==> config.mk <==
export PLATFORM = sky130hd
export DESIGN_NAME = pipeline_ctrl
export DESIGN_NICKNAME = d
export VERILOG_FILES = /design/src/rtl/pipeline_ctrl.sv
export SDC_FILE = /design/constraint.sdc
export NUM_CORES = 1
export LEC_CHECK = 0
export ABC_CLOCK_PERIOD_IN_PS = 5700
export CAP_MARGIN = 5
export CORE_MARGIN = 2
export CORE_UTILIZATION = 45
export CTS_CLUSTER_SIZE = 10
export DETAILED_ROUTE_END_ITERATION = 10
export GPL_TIMING_DRIVEN = 0
export PLACE_DENSITY = 0.68
export SETUP_SLACK_MARGIN = 0.05
export SYNTH_ARGS = -nofsm -noshare
export SYNTH_HDL_FRONTEND = slang
export SYNTH_SLANG_ARGS = --single-unit
export TNS_END_PERCENT = 20
==> constraint.sdc <==
create_clock -name clk -period 5.7 [get_ports clk]
set_clock_uncertainty 0.2 [all_clocks]
set_input_delay 0.57 -clock clk [delete_from_list [all_inputs] [get_ports clk]]
set_output_delay 0.57 -clock clk [all_outputs]
set_load 0.02 [all_outputs]
==> src/rtl/pipeline_ctrl.sv <==
// pipeline_ctrl: stall/flush sequencer for the 3-stage pipeline.
// Turns branch resolution, multi-cycle memory/UART accesses and loader halt
// requests into stall/flush controls; adds a memory-wait watchdog and a
// saturating memory-stall cycle counter.
module pipeline_ctrl #(
   parameter int unsigned TIMEOUT = 255,
   parameter int unsigned TO_W    = 8,
   parameter int unsigned CNT_W   = 32
) (
   input  logic             clk,
   input  logic             rst_n,
   input  logic             br_taken,
   input  logic             mem_req_MW,
   input  logic             mem_ack,
   input  logic             halt_req,
   input  logic             err_clr,
   output logic             stall_F,
   output logic             stall_DE,
   output logic             stall_MW,
   output logic             flush_DE,
   output logic             halted,
   output logic             mem_err,
   output logic [CNT_W-1:0] stall_cycles
);

   localparam logic [2:0] S_RUN    = 3'd0;
   localparam logic [2:0] S_WAIT   = 3'd1;
   localparam logic [2:0] S_HALT   = 3'd2;
   localparam logic [2:0] S_ERROR  = 3'd3;
   localparam logic [2:0] S_RESUME = 3'd4;

   logic [2:0]       state;
   logic [2:0]       state_nx;
   logic [TO_W-1:0]  wait_cnt;
   logic [TO_W-1:0]  wait_nx;
   logic [CNT_W-1:0] cnt;
   logic             err_q;
   logic             mstall;
   logic             stall;
   logic             flush;
   logic             count_en;

   // Next-state, wait counter and combinational stall/flush decode
   always_comb begin
      mstall   = mem_req_MW & ~mem_ack;
      stall    = 1'b0;
      state_nx = state;
      wait_nx  = wait_cnt;
      case (state)
         S_RUN: begin
            stall = mstall;
            if (mstall) begin
               state_nx = S_WAIT;
               wait_nx  = TO_W'(1);
            end else if (halt_req) begin
               state_nx = S_HALT;
            end
         end
         S_WAIT: begin
            stall = ~mem_ack;
            if (mem_ack) begin
               state_nx = S_RUN;
            end else if (wait_cnt == TO_W'(TIMEOUT)) begin
               state_nx = S_ERROR;
            end else begin
               wait_nx = wait_cnt + TO_W'(1);
            end
         end
         S_HALT: begin
            stall = 1'b1;
            if (!halt_req) state_nx = S_RESUME;
         end
         S_ERROR: begin
            stall = 1'b1;
            if (err_clr) state_nx = S_RESUME;
         end
         S_RESUME: begin
            stall    = 1'b0;
            state_nx = S_RUN;
         end
         default: begin
            stall    = 1'b0;
            state_nx = S_RUN;
         end
      endcase
      // A branch held during a stall is flushed in the first unstalled cycle;
      // RESUME always discards the possibly stale fetched instruction.
      flush    = (state == S_RESUME) | (br_taken & ~stall);
      count_en = stall & ((state == S_RUN) | (state == S_WAIT));
   end

   // State, watchdog, sticky error and saturating stall counter registers
   always_ff @(posedge clk) begin
      if (!rst_n) begin
         state    <= S_RUN;
         wait_cnt <= '0;
         cnt      <= '0;
         err_q    <= 1'b0;
      end else begin
         state    <= state_nx;
         wait_cnt <= wait_nx;
         err_q    <= (state_nx == S_ERROR);
         if (count_en && (cnt != '1)) cnt <= cnt + CNT_W'(1);
      end
   end

   assign stall_F      = rst_n & stall;
   assign stall_DE     = rst_n & stall;
   assign stall_MW     = rst_n & stall;
   assign flush_DE     = rst_n & flush;
   assign halted       = rst_n & ((state == S_HALT) | (state == S_ERROR));
   assign mem_err      = rst_n & err_q;
   assign stall_cycles = rst_n ? cnt : '0;

endmodule

==> flow_summary.toml <==
[run_status]
outcome = "complete, no violations"

[clocking]
cts.sinks = 44
root_buffer = "clkbuf_8"
h-tree-depth = 2
postCtsSetupBuffers = 0
clk_pin_slew_ns = 0.08
tritoncts = "built"
cts_hold_buf = 0
cts_buffer_depth = 2
cts_made_buffers = 5
clock_latency_ns = 0.30
post_cts_resized = 0

[sta]
fin_crit_sh_pct = 72.06
rsz0062_at_grt = "no"
hold_ws_ns = 0.2692
timing.setup.tns_ns = 0
clock.fmax_ghz = 0.2435
maxSlewHeadroom_pct = 60.91
finalHoldViolCount = 0
tightestPinTransition_ns = 0.5810
finalSetupViolations = 0
fin_crit_ns = 4.107
maxSlewViolCount = 0

[routing]
detail_route.iter0.violations = 158
avgViaCountPerCell = 5.398
dr.pass1.iters = 4
drc = 0
num_vias = 2251
drt-total-wl_mm = 5.705
post_drt_wl_per_cell_um = 13.68
postRouteAntennaNets = 0

[pwr]
switchingPower_w = 0.0001433
power.leakage_nw = 1.159
p_int_w = 0.0004642
p_clk_share_pct = 39.0
ir_drop_uv = 150.5
sw_frac_of_total_pct = 23.59
cellPowerDensity_nw_per_um2 = 197.7
seq_power_share_pct = 51.6
p_comb_share_pct = 9.4

[logic_synthesis]
yosysWarnings = 0
synth_nets = 304
syn_inst = 295
synth_edf_count = 0
ys_seq_elements = 44
synth_seq_area_share_pct = 36.14
async_flop_share_pct = 0
synth_area_sq_um = 2437
synth.distinct_cells = 47
synth_ff_type = "dfxtp_1"
syn_avg_cell_area_sq_um = 8.262

[floorplanning]
boundaryPins = 45
die_area_sq_um = 6021
core_area_sq_um = 5172
die_w_um = 77.60
start_util_pct = 47.12
rows = 26
die_height_um = 77.60

[grt]
antenna_found_initial = 0
met3_usage_pct = 3.953
gr-usage-met1_pct = 27.23
grtUsageTotal_pct = 19.97
busiest_layer = "met2"
use_met2_pct = 31.64
grt_overflow = 0
grt_pass1_wl_mm = 9.749
grt_pass1_vias = 2052
grt_max_degree = 14

[setup_path]
cp.required_ns = 4.93
crit_path_start_kind = "input port"
arrival_ns = 3.34
critical_path.startpoint = "rst_n"
setup.worst_path.class = "in -> out"
worst-path-max-fanout = 10
endpoint_kind = "primary output"
timing.rr.start = "cnt[3]$_SDFFE_PN0P_"

[hold_path]
min-delay-start = "cnt[15]$_SDFFE_PN0P_"
hold_path.class = "reg -> reg"

[placed_design]
dp_hpwl_mm = 4.189
port_buffers = 44
gp_congestion = 0.7753

[final_layout]
syn2layout_area_growth_pct = 26.08
finish.utilization_pct = 59.41
drive_above_1_share_pct = 9.222
fin_nets = 355
n_antenna_cell = 0

[run]
drv_cap = 0
logic make-up after synthesis:
logic type / Yosys count / share of synthesized area [%]
DFF: 44 / 36.14
AOI/OAI and AO/OA: 33 / 9.292
and+or+nand+nor: 167 / 38.04
buffers and inverters: 23 / 4.825
muxes: 12 / 5.647
adders and majority gates: 2 / 1.027
xor gates and xnor gates: 14 / 5.031
state kept, by name, summed over array words and instances, names as in the netlist:
signal / count
cnt: 32
err_q: 1
wait_cnt: 8
state: 3
layout make-up:
| cell class | instances | area, sq um |
|---|---|---|
| Buffer | 13 | 80.08 |
| Clock buffer | 6 | 72.57 |
| Clock inverter | 2 | 35.03 |
| Fill cell | 468 | 2100 |
| Inverter | 10 | 37.54 |
| Multi-Input combinational cell | 228 | 1439 |
| Sequential cell | 44 | 880.8 |
| Tap cell | 70 | 87.58 |
| Timing Repair Buffer | 44 | 440.4 |
power by group through the flow:
stage	logic, W	registers, W	clock network (W)
after floorplan	0.0000354	0.000320	0
after global placement	0.0000564	0.000321	0
after detailed placement	0.0000571	0.000321	0
after CTS	0.0000574	0.000314	0.000245
after global routing	0.0000622	0.000314	0.000255
final	0.0000570	0.000314	0.000237
synth_stat cells (all sizes together) (8+ instances only):
master	number	area [sq um]
dfxtp	44	880.8
nor2	41	161.4
nand4	13	87.58
nand3	17	85.08
and2	32	200.2
a21oi	10	50.05
o21ai	11	55.05
and4	8	72.57
inv	10	37.54
nand2	19	71.32
mux2	11	127.6
worst max-delay path, stage by stage:
cell and delay [ns]:
clkdlybuf4s50_1 0.48, inv_1 0.20, clkbuf_1 0.48, buf_1 0.47
clkbuf_1 0.49, nor2_1 0.09, clkdlybuf4s50_1 0.55
final timing paths:
path	to	slack, ns	cells past startpoint
max	stall_cycles[10]	1.59	7
min	cnt[15]$_SDFFE_PN0P_	0.27	1
max reg2reg	cnt[6]$_SDFFE_PN0P_	3.41	6
min reg2reg	cnt[15]$_SDFFE_PN0P_	0.27	1
through the flow:
stage | instance area, sq um | setup slack [ns] | power (W) | std cells
finish | 3073 | 1.593 | 0.0006075 | 417
global route | 3073 | 1.403 | 0.0006317 | 417
CTS | 3073 | 1.583 | 0.0006157 | 417
detailed placement | 2965 | 1.580 | 0.0003780 | 409
global placement | 2965 | 1.598 | 0.0003771 | 409
floorplan | 2437 | 3.211 | 0.0003554 | 295
placed cells by master (no fill, tap or decap), types with 2 or more instances in the layout:
master,n
inv_1,10
mux2_2,10
clkbuf_8,5
and3_1,7
clkdlybuf4s50_1,44
nand4_1,12
ha_1,2
clkbuf_1,7
dfxtp_1,44
or4_1,7
nand2_1,19
xor2_1,7
nor2_1,40
nor3_1,6
buf_4,2
nand3b_1,3
a21oi_1,10
or3_1,3
and2_1,32
and4_1,7
nand3_1,17
o21ai_0,11
a21bo_1,2
buf_6,3
nor4_1,4
nand2b_1,2
xnor2_1,7
metal layers:
metal	vias to the layer above	wire length (um)
met4	0	73
met5	-	0
met2	57	2576
li1	1140	-
met1	1047	2740
met3	7	314
Power figures use the tool's default switching activity.
